### src/rtl/user_sw_debouncer.sv
// User switch debouncer: synchronizes raw switch pins, debounces them on a shared
// slow tick, and reports press/release edges plus long-press and auto-repeat pulses.
//
// state | meaning
// IDLE  | switch released, waiting for a debounced press
// SHORT | pressed, counting ticks toward the long-press threshold
// LONG  | long press already reported, counting ticks between repeat pulses
module user_sw_debouncer #(
    parameter int                   pChannels      = 4,
    parameter int                   pTickCycles    = 125000,
    parameter int                   pDebounceTicks = 4,
    parameter int                   pLongTicks     = 1000,
    parameter int                   pRepeatTicks   = 200,
    parameter logic [pChannels-1:0] pInvert        = '0
) (
    input  logic                 iSysClk,
    input  logic                 iSysRst,
    input  logic [pChannels-1:0] iUserSw,
    output logic [pChannels-1:0] oSwLevel,
    output logic [pChannels-1:0] oSwRise,
    output logic [pChannels-1:0] oSwFall,
    output logic [pChannels-1:0] oSwLong,
    output logic [pChannels-1:0] oSwRepeat
);

    localparam int TickW   = $clog2(pTickCycles);
    localparam int DbW     = (pDebounceTicks > 1) ? $clog2(pDebounceTicks) : 1;
    localparam int HoldMax = (pLongTicks > pRepeatTicks) ? pLongTicks : pRepeatTicks;
    localparam int HoldW   = $clog2(HoldMax + 1);
    localparam int RepLim  = (pRepeatTicks > 0) ? pRepeatTicks - 1 : 0;

    localparam logic [TickW-1:0] TickLast = TickW'(pTickCycles - 1);
    localparam logic [DbW-1:0]   DbLast   = DbW'(pDebounceTicks - 1);
    localparam logic [HoldW-1:0] LongLast = HoldW'(pLongTicks - 1);
    localparam logic [HoldW-1:0] RepLast  = HoldW'(RepLim);
    localparam logic [HoldW-1:0] HoldSat  = HoldW'(HoldMax);

    typedef enum logic [1:0] {
        IDLE  = 2'd0,
        SHORT = 2'd1,
        LONG  = 2'd2
    } tHoldState;

    logic [pChannels-1:0] syncMeta;
    logic [pChannels-1:0] syncOut;
    logic [pChannels-1:0] swState;
    logic [pChannels-1:0] mismatch;
    logic [pChannels-1:0] toggle;
    logic [pChannels-1:0] riseEv;
    logic [pChannels-1:0] fallEv;
    logic [TickW-1:0]     tickCnt;
    logic                 tick;
    logic [DbW-1:0]       stabCnt   [pChannels];
    logic [HoldW-1:0]     holdCnt   [pChannels];
    tHoldState            holdState [pChannels];

    always_ff @(posedge iSysClk or posedge iSysRst) begin
        if (iSysRst) begin
            syncMeta <= '0;
            syncOut  <= '0;
        end else begin
            syncMeta <= iUserSw;
            syncOut  <= syncMeta;
        end
    end

    // Active-low switches are flipped here so everything downstream sees 1 = pressed.
    assign swState = syncOut ^ pInvert;

    always_ff @(posedge iSysClk or posedge iSysRst) begin
        if (iSysRst) begin
            tickCnt <= '0;
        end else if (tick) begin
            tickCnt <= '0;
        end else begin
            tickCnt <= tickCnt + 1'b1;
        end
    end

    assign tick = (tickCnt == TickLast);

    always_comb begin
        mismatch = swState ^ oSwLevel;
        toggle   = '0;
        for (int i = 0; i < pChannels; i++) begin
            toggle[i] = mismatch[i] & tick & (stabCnt[i] == DbLast);
        end
    end

    assign riseEv = toggle & ~oSwLevel;
    assign fallEv = toggle & oSwLevel;

    always_ff @(posedge iSysClk or posedge iSysRst) begin
        if (iSysRst) begin
            oSwLevel <= '0;
            oSwRise  <= '0;
            oSwFall  <= '0;
            for (int i = 0; i < pChannels; i++) begin
                stabCnt[i] <= '0;
            end
        end else begin
            oSwLevel <= oSwLevel ^ toggle;
            oSwRise  <= riseEv;
            oSwFall  <= fallEv;
            for (int i = 0; i < pChannels; i++) begin
                if (!mismatch[i] || toggle[i]) begin
                    stabCnt[i] <= '0;
                end else if (tick) begin
                    stabCnt[i] <= stabCnt[i] + 1'b1;
                end
            end
        end
    end

    // The FSM reacts to the same-edge toggle events so a release landing on the
    // long/repeat tick can suppress that pulse.
    always_ff @(posedge iSysClk or posedge iSysRst) begin
        if (iSysRst) begin
            oSwLong   <= '0;
            oSwRepeat <= '0;
            for (int i = 0; i < pChannels; i++) begin
                holdState[i] <= IDLE;
                holdCnt[i]   <= '0;
            end
        end else begin
            oSwLong   <= '0;
            oSwRepeat <= '0;
            for (int i = 0; i < pChannels; i++) begin
                if (fallEv[i]) begin
                    holdState[i] <= IDLE;
                    holdCnt[i]   <= '0;
                end else begin
                    case (holdState[i])
                        IDLE: begin
                            if (riseEv[i]) begin
                                holdState[i] <= SHORT;
                                holdCnt[i]   <= '0;
                            end
                        end
                        SHORT: begin
                            if (tick) begin
                                if (holdCnt[i] == LongLast) begin
                                    holdState[i] <= LONG;
                                    holdCnt[i]   <= '0;
                                    oSwLong[i]   <= 1'b1;
                                end else if (holdCnt[i] != HoldSat) begin
                                    holdCnt[i] <= holdCnt[i] + 1'b1;
                                end
                            end
                        end
                        LONG: begin
                            if (tick && (pRepeatTicks > 0)) begin
                                if (holdCnt[i] == RepLast) begin
                                    holdCnt[i]   <= '0;
                                    oSwRepeat[i] <= 1'b1;
                                end else if (holdCnt[i] != HoldSat) begin
                                    holdCnt[i] <= holdCnt[i] + 1'b1;
                                end
                            end
                        end
                        default: begin
                            holdState[i] <= IDLE;
                            holdCnt[i]   <= '0;
                        end
                    endcase
                end
            end
        end
    end

endmodule

### config.mk
export PLATFORM = sky130hd
export DESIGN_NAME = user_sw_debouncer
export DESIGN_NICKNAME = d
export VERILOG_FILES = /design/src/rtl/user_sw_debouncer.sv
export SDC_FILE = /design/constraint.sdc
export NUM_CORES = 1
export LEC_CHECK = 0
export ABC_AREA = 1
export CORE_MARGIN = 5
export CORE_UTILIZATION = 50
export DETAILED_ROUTE_END_ITERATION = 10
export HOLD_SLACK_MARGIN = 0.03
export PLACE_DENSITY = 0.71
export SLEW_MARGIN = 20
export SYNTH_ARGS = -nofsm -noshare
export SYNTH_HDL_FRONTEND = slang
export SYNTH_SLANG_ARGS = --single-unit
### constraint.sdc
create_clock -name iSysClk -period 4.49 [get_ports iSysClk]
set_clock_uncertainty 0.15 [all_clocks]
set_input_delay 0.898 -clock iSysClk [delete_from_list [all_inputs] [get_ports iSysClk]]
set_output_delay 0.898 -clock iSysClk [all_outputs]
set_load 0.05 [all_outputs]
==> reports/qor.yml <==
status: "finished clean"
holdWs_ns: 0.199
coreArea_mm2: 0.0121
htree_levels: 3
ys_types: 33
grt_max_degree: 64
grt_pass1_wl_mm: 21.5
drt-wirelength-per-cell_um: 12.1
io_buffers: 25
via_per_inst: 5.00
yosys_warnings: 0
r2r-end: "holdCnt[20]$_DFFE_PP0P_"
vias: 5144
ys_top_cells_by_count: "nand2_1 (202), inv_1 (138), dfrtp_1 (101), nor2_1 (99), nand3_1 (57)"
drive_gt1_share_pct: 4.65
worst_hold_path.endpoint: "swState[1]$_DFF_PP0_"
syn_area_mm2: 0.00618
critPathLaunchType: "register"
synth_area_leaders: "dfrtp_1 (41%), nand2_1 (12%), inv_1 (8.4%)"
rsz0062_at_grt: "no"
use_met3_pct: 4.90
cts.sinks: 101
cts_tree: "built"
synth_fp_nets: 870
leakagePower_uw: 0.00345
rrSetupSlack_ns: 1.31
area.growth.synth_to_final_pct: 11.7
ys_async_sr_fraction_pct: 100
crit_arrival_ns: 3.28
antenna_found_initial: 0
met1_usage_pct: 24.5
cts-resized-gates: 0
die_area_mm2: 0.0147
die_w_um: 121
synth_top_area_share_pct: 40.9
clkLatencyLatePin_ns: 0.35
gr-usage-all-layers_pct: 17.9
synth_top_cell_by_area: "dfrtp_1"
die_h_um: 121
grt_util_met2_pct: 28.2
dpl_cell_area_mm2: 0.00660
diodes: 0
peakVddDrop_v: 0.000313
hold_start: "syncMeta[1]$_DFF_PP0_"
start_util_pct: 51.2
critPathKind: "register to register"
final_area_mm2: 0.00690
cp_max_fo: 20
hold_depth: 0
synth.most_common_cell: "nand2_1"
post_cts_buffers: 0
grt_overflow_total: 0
fillCellCount: 1128
synth.avg_cell_area_um2: 7.50
ant_nets: 0
grt_pass1_vias: 4698
seq_area_frac_synth_pct: 40.9
r2r_cells: 17
grt_busiest_layer: "met2"
rows: 40
synth_top_flop_cell: "dfrtp_1"
final.period_utilization_pct: 70.8
setup-tns-final_ns: 0
synth-edff-count: 0
cts_buffer_depth: 2
ios: 26
cts.clk_slew.worst_paths_ns: 0.07
hold_class: "register to register"
worstPathRequired_ns: 4.59
finalSetupViolCount: 0
powerDensity_mw_per_mm2: 250
clock.fmax_ghz: 0.314
r2r_start: "tickCnt[0]$_DFF_PP0_"
slew_headroom_pct: 48.8
cts-root-buf: "clkbuf_16"
drt_wl_total_mm: 12.5
drt_first_pass_iters: 5
worst_setup_path_end_kind: "register"
cts_buffers: 9
synth-seq-cells: 101
drt_iter0_drc: 418
globalplace.congestion: 0.935
hpwl_mm: 9.18
maxCapViolations: 0
syn_inst: 824
nets: 901
postCtsHoldBufs: 0
drc_errors: 0
finalCriticalPeriod_ns: 3.18
hold_viol_final: 0
tightest_slew_ns: 0.768
slew_viol_final: 0
## how the worst max path moves through the flow
stage / startpoint / end / slack, ns / cells past startpoint
finish: tickCnt[0]$_DFF_PP0_ / holdCnt[20]$_DFFE_PP0P_ / 1.31 / 17
global route: tickCnt[0]$_DFF_PP0_ / holdCnt[26]$_DFFE_PP0P_ / 0.92 / 17
CTS: tickCnt[0]$_DFF_PP0_ / holdCnt[11]$_DFFE_PP0P_ / 1.32 / 17
detailed placement: tickCnt[0]$_DFF_PP0_ / holdCnt[21]$_DFFE_PP0P_ / 1.35 / 17
global placement: tickCnt[0]$_DFF_PP0_ / holdCnt[11]$_DFFE_PP0P_ / 1.43 / 17
floorplan: iSysRst / holdCnt[0]$_DFFE_PP0P_ / 0.79 / 1
## cell type report
| type | instances | area [µm²] | share of cell area [%] |
|---|---|---|---|
| Clock inverter | 5 | 60.1 | 0.870 |
| Sequential cell | 101 | 2530 | 36.6 |
| Clock buffer | 11 | 243 | 3.52 |
| Timing Repair Buffer | 28 | 273 | 3.95 |
| Inverter | 145 | 548 | 7.94 |
| Tap cell | 168 | 210 | 3.05 |
| Multi-Input combinational cell | 570 | 3040 | 44.1 |
## critical path, cell delays in order, from the launching register on
cell and delay [ns]:
dfrtp_1 0.37, ha_1 0.18, nand2_1 0.08, inv_1 0.10
nand2_1 0.06, nor2_1 0.11, nand2_2 0.26, nor3_1 0.37
ha_1 0.28, inv_1 0.13, nand2_1 0.12, inv_1 0.08
o21ai_2 0.26, nand2_2 0.20, inv_2 0.12, nand2_1 0.08
inv_1 0.08, nor2_1 0.05
## placed cells by master (no fill, tap or decap), types with 2 or more instances in the layout
cell,instances
nor2_2,3
nand2_1,202
clkdlybuf4s50_1,25
nor3_1,20
o21ai_0,35
nand2_4,3
o211ai_1,2
xnor2_1,6
o2111ai_1,8
inv_2,4
o21ai_2,5
o21ai_1,8
inv_1,137
ha_1,40
clkinv_1,2
clkinv_2,2
nor2_1,99
a21oi_1,10
o21ai_4,3
or2_0,4
a31oi_1,3
nand4_1,32
nor4_1,6
o21bai_1,2
clkinv_4,2
buf_4,3
nand2_2,2
dfrtp_1,101
o21a_1,2
xor2_1,16
nand3_1,57
clkbuf_16,9
## metrics by stage
stage	setup WS, ns	instances	util, %	total power (µW)
after CTS	1.32	1028	57.2	1760
after global routing	0.924	1028	57.2	1790
after detailed placement	1.35	1012	54.7	961
after floorplan	0.795	824	-	948
after global placement	1.43	1012	54.7	961
final	1.31	1028	57.2	1730
## state kept, by name, summed over array words and instances (netlist names)
| register | cells |
|---|---|
| oSwFall | 4 |
| stabCnt | 8 |
| oSwRise | 4 |
| holdState | 8 |
| holdCnt | 40 |
| oSwLevel | 4 |
| tickCnt | 17 |
| swState | 4 |
| oSwRepeat | 4 |
| oSwLong | 4 |
| syncMeta | 4 |
## routing by layer
layer	share of wire (%)	wire [µm]
met1	50	6210
met2	45	5590
met3	4.0	504
met4	1.5	182
met5	0	0
## power by group
group	total, µW	internal [µW]	switching [µW]	leakage, µW
Sequential	915	913	1.49	0.00138
Clock	784	448	336	0.000146
Combinational	27.2	6.81	20.4	0.00193
Total	1730	1370	358	0.00345
## kinds of logic after synthesis
family / after synthesis / synth area share, %
compound gates: 78 / 7.96
xor+xnor: 22 / 3.12
fa+ha+maj: 40 / 8.10
buf+inv: 153 / 9.84
flops: 101 / 40.9
simple gates: 430 / 30.1
Power figures use the tool's default switching activity.
